## src/rtl/regfile_read_unit_pkg.sv

```systemverilog
// Shared definitions for the register-file read side.
//   NREG_DEF / WIDTH_DEF / AW_DEF : default geometry (32 x 32-bit, 5-bit address)
//   dump_state_t                  : debug dump engine states
package regfile_read_unit_pkg;

    localparam int NREG_DEF  = 32;
    localparam int WIDTH_DEF = 32;
    localparam int AW_DEF    = 5;

    typedef enum logic [1:0] {
        DUMP_IDLE = 2'd0,
        DUMP_LOAD = 2'd1,
        DUMP_SEND = 2'd2,
        DUMP_DONE = 2'd3
    } dump_state_t;

endpackage

```

## src/rtl/regfile_read_unit_mux.sv

```systemverilog
// Combinational register value selector v(a).
//   i_regs_flat : storage contents, reg i at [i*WIDTH +: WIDTH]
//   i_wr_en     : storage write in progress (bypass source)
//   i_wr_addr   : storage write address
//   i_wr_data   : storage write data
//   i_addr      : register to read
//   o_data      : 0 for $0, forwarded write data on address match, else stored value
module regfile_read_mux
    import regfile_read_unit_pkg::*;
#(
    parameter int NREG  = NREG_DEF,
    parameter int WIDTH = WIDTH_DEF,
    parameter int AW    = AW_DEF
) (
    input  logic [NREG*WIDTH-1:0] i_regs_flat,
    input  logic                  i_wr_en,
    input  logic [AW-1:0]         i_wr_addr,
    input  logic [WIDTH-1:0]      i_wr_data,
    input  logic [AW-1:0]         i_addr,
    output logic [WIDTH-1:0]      o_data
);

    logic [WIDTH-1:0] w_array;

    always_comb begin
        w_array = '0;
        for (int unsigned i = 0; i < NREG; i++) begin
            if (i_addr == AW'(i)) begin
                w_array = i_regs_flat[i*WIDTH +: WIDTH];
            end
        end
    end

    // $0 check comes first so a write targeting $0 is never forwarded.
    always_comb begin
        o_data = '0;
        if (i_addr == '0) begin
            o_data = '0;
        end else if (i_wr_en && (i_wr_addr == i_addr)) begin
            o_data = i_wr_data;
        end else begin
            o_data = w_array;
        end
    end

endmodule

```

## src/rtl/regfile_read_unit.sv

```systemverilog
// Read side of the register file: two registered operand ports with
// write bypass and hardwired $0, plus a debug engine that streams every
// register out over valid/ready.
//   clk, clr                 : clock, async active-low reset
//   regs_flat                : storage contents
//   wr_en/wr_addr/wr_data    : storage write in progress (bypass source)
//   rd_en/rs_addr/rt_addr    : operand read request
//   rs_data/rt_data/rd_valid : registered operands, valid for one cycle
//   dump_start/dump_ready    : dump trigger pulse, downstream accept
//   dump_valid/addr/data     : dump beat
//   dump_busy/dump_done      : engine active, completion pulse
module regfile_read_unit
    import regfile_read_unit_pkg::*;
#(
    parameter int NREG  = NREG_DEF,
    parameter int WIDTH = WIDTH_DEF,
    parameter int AW    = AW_DEF
) (
    input  logic                  clk,
    input  logic                  clr,
    input  logic [NREG*WIDTH-1:0] regs_flat,
    input  logic                  wr_en,
    input  logic [AW-1:0]         wr_addr,
    input  logic [WIDTH-1:0]      wr_data,
    input  logic                  rd_en,
    input  logic [AW-1:0]         rs_addr,
    input  logic [AW-1:0]         rt_addr,
    output logic [WIDTH-1:0]      rs_data,
    output logic [WIDTH-1:0]      rt_data,
    output logic                  rd_valid,
    input  logic                  dump_start,
    input  logic                  dump_ready,
    output logic                  dump_valid,
    output logic [AW-1:0]         dump_addr,
    output logic [WIDTH-1:0]      dump_data,
    output logic                  dump_busy,
    output logic                  dump_done
);

    localparam logic [AW-1:0] LAST_IDX = AW'(NREG - 1);

    logic [WIDTH-1:0] w_rs_val;
    logic [WIDTH-1:0] w_rt_val;
    logic [WIDTH-1:0] w_dump_val;

    dump_state_t      r_state;
    logic [AW-1:0]    r_idx;
    logic [WIDTH-1:0] r_rs_data;
    logic [WIDTH-1:0] r_rt_data;
    logic             r_rd_valid;
    logic             r_dump_valid;
    logic [AW-1:0]    r_dump_addr;
    logic [WIDTH-1:0] r_dump_data;
    logic             r_dump_done;

    regfile_read_mux #(.NREG(NREG), .WIDTH(WIDTH), .AW(AW)) u_mux_rs (
        .i_regs_flat (regs_flat),
        .i_wr_en     (wr_en),
        .i_wr_addr   (wr_addr),
        .i_wr_data   (wr_data),
        .i_addr      (rs_addr),
        .o_data      (w_rs_val)
    );

    regfile_read_mux #(.NREG(NREG), .WIDTH(WIDTH), .AW(AW)) u_mux_rt (
        .i_regs_flat (regs_flat),
        .i_wr_en     (wr_en),
        .i_wr_addr   (wr_addr),
        .i_wr_data   (wr_data),
        .i_addr      (rt_addr),
        .o_data      (w_rt_val)
    );

    regfile_read_mux #(.NREG(NREG), .WIDTH(WIDTH), .AW(AW)) u_mux_dump (
        .i_regs_flat (regs_flat),
        .i_wr_en     (wr_en),
        .i_wr_addr   (wr_addr),
        .i_wr_data   (wr_data),
        .i_addr      (r_idx),
        .o_data      (w_dump_val)
    );

    always_ff @(posedge clk or negedge clr) begin
        if (!clr) begin
            r_state      <= DUMP_IDLE;
            r_idx        <= '0;
            r_rs_data    <= '0;
            r_rt_data    <= '0;
            r_rd_valid   <= 1'b0;
            r_dump_valid <= 1'b0;
            r_dump_addr  <= '0;
            r_dump_data  <= '0;
            r_dump_done  <= 1'b0;
        end else begin
            // Operand port: data holds when no request.
            if (rd_en) begin
                r_rs_data  <= w_rs_val;
                r_rt_data  <= w_rt_val;
                r_rd_valid <= 1'b1;
            end else begin
                r_rd_valid <= 1'b0;
            end

            case (r_state)
                DUMP_IDLE: begin
                    r_dump_done <= 1'b0;
                    if (dump_start) begin
                        r_idx   <= '0;
                        r_state <= DUMP_LOAD;
                    end
                end
                DUMP_LOAD: begin
                    r_dump_data  <= w_dump_val;
                    r_dump_addr  <= r_idx;
                    r_dump_valid <= 1'b1;
                    r_state      <= DUMP_SEND;
                end
                DUMP_SEND: begin
                    if (r_dump_valid && dump_ready) begin
                        r_dump_valid <= 1'b0;
                        // Last-index test before increment keeps idx from wrapping.
                        if (r_idx == LAST_IDX) begin
                            r_dump_done <= 1'b1;
                            r_state     <= DUMP_DONE;
                        end else begin
                            r_idx   <= r_idx + AW'(1);
                            r_state <= DUMP_LOAD;
                        end
                    end
                end
                DUMP_DONE: begin
                    r_dump_done <= 1'b0;
                    r_idx       <= '0;
                    r_state     <= DUMP_IDLE;
                end
                default: begin
                    r_state <= DUMP_IDLE;
                end
            endcase
        end
    end

    assign rs_data    = r_rs_data;
    assign rt_data    = r_rt_data;
    assign rd_valid   = r_rd_valid;
    assign dump_valid = r_dump_valid;
    assign dump_addr  = r_dump_addr;
    assign dump_data  = r_dump_data;
    assign dump_done  = r_dump_done;
    assign dump_busy  = (r_state != DUMP_IDLE);

endmodule

```

## config.mk

```make
export PLATFORM = sky130hd
export DESIGN_NAME = regfile_read_unit
export DESIGN_NICKNAME = d
export VERILOG_FILES = /design/src/rtl/regfile_read_unit_pkg.sv /design/src/rtl/regfile_read_unit_mux.sv /design/src/rtl/regfile_read_unit.sv
export SDC_FILE = /design/constraint.sdc
export NUM_CORES = 2
export LEC_CHECK = 0
export CORE_AREA = 8 8 450 452
export CTS_CLUSTER_DIAMETER = 80
export DETAILED_ROUTE_END_ITERATION = 7
export DIE_AREA = 0 0 458 460
export SYNTH_ARGS = -nofsm -noshare
export SYNTH_HDL_FRONTEND = slang
export SYNTH_HIERARCHICAL = 1
export SYNTH_SLANG_ARGS = --single-unit
```

## constraint.sdc

```tcl
create_clock -name clk -period 3.7 [get_ports clk]
set_clock_uncertainty 0.2 [all_clocks]
set_input_delay 0.555 -clock clk [delete_from_list [all_inputs] [get_ports clk]]
set_output_delay 0.555 -clock clk [all_outputs]
set_load 0.02 [all_outputs]
```

# After elaboration in Yosys (flattened, before gate mapping)
# Cells that the tools add are included.
# totals
ff_bits,111
input_bits,1077
output_inout_bits,105
wordCells,243
# classes
n_addsub,1
eq_ne,103
n_mux,113
n_reduce_logical,17
# ops
cell,n
$mux W32,99
$eq A5 B5 Y1 const B,48
$eq A5 B4 Y1 const B,24
$eq A5 B3 Y1 const B,12
$eq A5 B2 Y1 const B,6
$eq A5 B1 Y1 const B,3
$eq A5 B5 Y1,3
$logic_not A5 Y1,3
$mux W5,3
$pmux W5 S3,1
$ne A2 B2 Y1 const B,4
$pmux W2 S4,1
$mux W2,3
$reduce_bool A2 Y1,3
$add A5 B1 Y5 const B,1
$eq A2 B2 Y1 const B,2
$logic_and A1 B1 Y1,4
$mux W1,4
$pmux W1 S2,2
$reduce_and A2 Y1,2
$reduce_and A4 Y1,1
$reduce_and A3 Y1,1
$reduce_bool A3 Y1,1
$eq A2 B1 Y1 const B,1
other kinds (2),2

# Logic depth before layout (Yosys ltp)
# depth
word_depth,34
ltp_mapped,12

# Hierarchy
# The synthesis kept the hierarchy.
# by_module_without_submodules
mod,n_inst,cells_each,area_per_inst_um2,seq_area_each_um2
regfile_read_mux,3,1251,8201.6,0.0
regfile_read_unit,1,273,4366.7,2777.7

# Worst setup path after synthesis
# No wires, ideal clock.
# synth_path
kind,input port to flip-flop
from,input rs_addr[0]
to,register r_rs_data[15] (netlist: rs_data[15])
setup_ns,0.125
t_arrival_ns,2.385
t_required_ns,3.375
path_slack_ns,0.990
cell_stages,10
n_path_buf,2
path_cell_list,buf_4 > and2_1 > clkbuf_1 > and3_1 > a2111oi_2 > nand3_1 > or4_1 > a21oi_1 > o22ai_1 > mux2_2
# synth_between
elab_chain_len,34
# synth_rtl
element,line,rtl
from (decl),regfile_read_unit.sv:26,"input logic [AW-1:0] rs_addr,"
$eq A5 B1 Y1,regfile_read_unit_mux.sv:28,if (i_addr == AW'(i)) begin
$mux W32 (31 in a row),regfile_read_unit_mux.sv:28,
$mux W32,regfile_read_unit_mux.sv:39,end else if (i_wr_en && (i_wr_addr == i_addr)) begin
$mux W32 (*),regfile_read_unit_mux.sv:37,if (i_addr == '0) begin
named net w_rs_val[15],regfile_read_unit.sv:42,logic [WIDTH-1:0] w_rs_val;
to (signal assigned),regfile_read_unit.sv:97,r_rs_data <= w_rs_val;
to (decl),regfile_read_unit.sv:48,logic [WIDTH-1:0] r_rs_data;
# Mark *: on every way through the listed nets, which the timed path passes. The rest lies on a longest branch.
# A chain may end at the register's enable or synchronous reset.

# Worst setup path in the final report
# layout_path
from,input rt_addr[0]
to,register r_rt_data[24] (netlist: rt_data[24])
# layout_between
elab_chain_len,34
# layout_rtl
element,line,rtl
from (decl),regfile_read_unit.sv:27,"input logic [AW-1:0] rt_addr,"
$eq A5 B1 Y1,regfile_read_unit_mux.sv:28,
$mux W32 (31 in a row),regfile_read_unit_mux.sv:28,
$mux W32,regfile_read_unit_mux.sv:39,
$mux W32 (*),regfile_read_unit_mux.sv:37,
named net w_rt_val[24],regfile_read_unit.sv:43,logic [WIDTH-1:0] w_rt_val;
to (signal assigned),regfile_read_unit.sv:98,r_rt_data <= w_rt_val;
to (decl),regfile_read_unit.sv:49,logic [WIDTH-1:0] r_rt_data;
# Marked as above.

==> results by stage <==
Pwr:
- The internal power summed over all cells is 5.75 mW.
- The share of power burned in the clock network is 9.7%.
- The part of the power in registers is 13.9%.
- The net switching component of the power is 6.78 mW.
- The peak ir drop on the vdd network is 0.000268 V.
- The total design power is 12.5 mW.
- Of the total power, combinational logic draws 76.4%.
- The fraction of power spent switching nets is 54.1%.
- The static power due to leakage is 20.7 nW.
- The power density relative to cell area is 228 nW/um^2.

Setup path:
- The arrival time of data at the critical path endpoint is 4.06 ns.
- The required time of the worst setup path is 3.89 ns.
- The cell with the biggest individual delay on the critical path is sky130_fd_sc_hd__o22ai_1.
- For this run, the slowest stage of the critical path takes 0.82 ns.
- The kind of launch point of the worst setup path is an input port.
- The sort of element at the end of the critical path is a flop.
- The critical path in this run is classified as in2reg.
- Traced cell by cell, the critical path runs through buf_2 -> buf_4 -> nor2b_1 -> buf_12 -> nand2_1 -> o22ai_1 -> buf_4 -> a221oi_2 -> o22ai_1 -> buf_4 -> and3_1 -> nor2_1 -> mux2_2.
- Along the worst path, the maximum fanout reaches 8.
- The cell occurring most often along the worst timing path is sky130_fd_sc_hd__buf_4.

Floorplan:
- For this design the top-level I/O count stands at 1182.
- The total die area is 211000 sq um.
- The initialized floorplan defines 163 standard-cell rows.
- In this run the vertical extent of the chip is 460 um.
- Once the floorplan was initialized, standard cells occupied 14.8% of the core.
- The core region is 196000 sq um.
- The width of the die is 458 um.

GRT:
- The first global-routing pass estimated 596000 um of wire.
- The initial antenna violation count was 390.
- Across every metal layer, demand over resource in global routing totals 43.1%.
- The number of global-route vias before repair was 50300.
- Entering global routing, the biggest net connects 66 pins.
- The total overflow left after global routing is 0.

Route:
- The number of nets still failing antenna checks after routing is 0.
- The detailed-routing iteration count for the pre-antenna-repair pass is 8.
- Using the TritonRoute via totals, the vias-per-cell ratio works out to 6.38.
- The routed layout has 56200 vias.
- For this run, design rule violations remaining after detail routing come to 20.
- The average detailed-routed wire length per instance is 55.1 um.
- The total wire length is 486000 um.
- After the first detailed-routing iteration, the DRC count stood at 10600.

Synthesis:
- The fraction of registers with async set or reset after synthesis is 100%.
- Ranked by total cell area, the synthesized netlist is headed by sky130_fd_sc_hd__a22oi_1 13%, sky130_fd_sc_hd__dfrtp_1 9.6%, sky130_fd_sc_hd__a21oi_1 6.6%.
- The synthesized netlist cell count is 4026.
- The top flip-flop cell by instance count after synthesis is sky130_fd_sc_hd__dfrtp_1.
- Sequential cells were found to cover 9.59% of the synthesized design area.
- By count the netlist is led by 492 x sky130_fd_sc_hd__a22oi_1, 383 x sky130_fd_sc_hd__a21oi_1, 263 x sky130_fd_sc_hd__nor2_1, 261 x sky130_fd_sc_hd__o21ai_0, 241 x sky130_fd_sc_hd__nand2_1.
- The most common cell in the synthesized netlist is sky130_fd_sc_hd__a22oi_1.
- Yosys printed 6 warnings.
- The synthesized design contains 111 register bits.
- Synthesis produced a netlist with a net count of 5109.
- The count of cell types in the netlist is 86.
- The number of enable-type register cells in the synthesized netlist is 0.
- After synthesis the cells add up to 29000 sq um.
- The share of the synthesized area in the top cell type is 12.7%.
- The most area-hungry cell type in the Yosys netlist is sky130_fd_sc_hd__a22oi_1.
- Each instance of the synthesized netlist takes up on average 7.20 sq um.

Timing:
- The tightest slew margin relative to the limit is 5.73%.
- The clock period minus final worst setup slack is 3.87 ns.
- The slack of the critical path is -0.174 ns.
- The number of max-slew violations in the final report is 0.
- The final number of setup-violating endpoints is 20.
- The minimum hold slack is 0.314 ns.
- The share of the clock period used by the worst path is 105%.
- Setup repair after global routing could not meet its margin everywhere.
- The actual slew at the worst max-slew pin is 1.41 ns.
- The number of failing hold endpoints at the final stage is 0.
- The achievable frequency is 258 MHz.

Worst hold path:
- In this run the worst hold path is classified as reg2reg.

Clocking:
- TritonCTS created 9 clock buffers.
- The clock latency of the later-clocked register in the worst-skew pair is 0.45 ns.
- The clock passes through at most 2 buffers.
- The TritonCTS clock tree is built.
- The depth of the CTS H-tree is 3.
- Clock tree synthesis selected as its root buffer the cell sky130_fd_sc_hd__clkbuf_16.
- The number of sinks handled by clock tree synthesis is 111.
- Clock-pin slew was measured on the worst setup and hold paths at 0.15 ns.

Placed design:
- The last weighted congestion value of the routability-driven placer is 1.14.
- In this run the cell area measured after placement is 53900 sq um.
- In this run the tool buffered the top-level ports with 1149 buffer cells.
- The sum of net half-perimeters after detailed placement is 417000 um.

Finish:
- The area of the multi-input gates is 24200 sq um.
- For this run, the share of the core covered by cells in the final layout is 28.0%.
- Of the cells placed in the final design, the portion with a size suffix greater than 1 is 26.4%.
- Compared with the post-synthesis result, the final layout area differs by 89.5%.
- Summing all flip-flop and latch instances after layout gives 2790 sq um.
- At the end of the flow, the number of nets in the layout was 7121.
- The final non-filler cell area is 54900 sq um.
- After filler insertion, the fill cell instance count of the layout stands at 21300.

Status:
- The final reports fail on DRC, setup timing.
- The flow ran to the end, but the final reports show violations.

Flow run:
- The number of maximum-capacitance violations is 0.
==> layout by cell type (no fill, tap or decap), drive strengths merged, types with 85 or more instances in the layout <==
cell type and instances:
diode 207, a22oi 492, nand3 119, a22o 160, mux2i 150, o21ai 279, buf 1286, nand4 129
mux2 132, a221oi 168, o22ai 85, nand2 241, clkdlybuf4s50 1139, nor2 317, a21oi 383, dfrtp 111
==> final timing paths <==
path	from	endpoint	slack [ns]	cells past startpoint
min in group asynchronous	clr	dump_data[12]$_DFFE_PN0P_	0.50	2
max in group asynchronous	clr	rt_data[16]$_DFFE_PN0P_	1.71	3
worst min-delay path	rs_data[23]$_DFFE_PN0P_	rs_data[23]$_DFFE_PN0P_	0.31	1
worst max-delay path	rt_addr[0]	rt_data[24]$_DFFE_PN0P_	-0.17	13
worst max register to register	r_idx[1]$_DFFE_PN0P_	dump_data[26]$_DFFE_PN0P_	-0.11	13
worst min register to register	rs_data[23]$_DFFE_PN0P_	rs_data[23]$_DFFE_PN0P_	0.31	1
==> repair_timing <==
| action | 4_1_cts | 5_1_grt |
|---|---|---|
| pin swaps | 4 | 3 |
| resized for setup | 8 | 18 |
| hold buffers | 1 | 0 |
| endpoints found under the setup margin | 6 | 15 |
| hold endpoints to repair | 27 | 0 |
| buffers inserted | 8 | 3 |
==> critical path: cells and delay by family <==
kind | cells | cell delay [ns]
buffers and inverters | 5 | 1.37
multiplexers | 1 | 0.26
AND/OR/NAND/NOR | 4 | 0.77
AO/OA/AOI/OAI | 3 | 1.07
==> kinds of logic after synthesis <==
group           synth area share, %
simple gates                   20.4
compound gates                 50.6
buf+inv                        8.33
flops                          9.59
xor+xnor                      0.453
fa+ha+maj                     0.259
mux                            10.4
==> power by group through the flow <==
stage / clock network (mW) / registers, mW / logic [mW]
floorplan: 0 / 1.83 / 2.59
global placement: 0 / 1.76 / 9.03
detailed placement: 0 / 1.76 / 9.00
CTS: 1.23 / 1.74 / 9.06
global route: 1.26 / 1.76 / 9.55
finish: 1.22 / 1.74 / 9.58
==> metrics by stage <==
stage | instances | TNS [ns] | setup slack, ns
final | 8807 | -1.25 | -0.174
after detailed placement | 8572 | -14.43 | -0.499
after CTS | 8597 | 0 | 0.0118
after global routing | 8709 | -0.0680 | -0.0214
after floorplan | 4026 | 0 | 0.990
after global placement | 8572 | -13.83 | -0.524
==> state kept, by name, summed over array words and instances (netlist names) <==
name        flops
dump_addr       5
dump_data      32
dump_done       1
dump_valid      1
r_idx           5
r_state         2
rd_valid        1
rs_data        32
rt_data        32
==> layout make-up <==
type                            instances  share of cell area, %
Clock inverter                          6                  0.114
Timing Repair Buffer                 2426                   43.4
Inverter                               22                  0.150
Antenna cell                          207                  0.943
Sequential cell                       111                   5.08
Multi-Input combinational cell       3468                   44.0
Tap cell                             2557                   5.83
Clock buffer                           10                  0.417
==> layer usage <==
layer  part of all wire [%]  track usage, %  wire (um)
met1                     39            53.1     189000
met2                     38            58.5     185000
met3                     15            22.9      73500
met4                    7.6            25.8      36800
met5                   0.35               0       1680
Power figures use the tool's default switching activity.
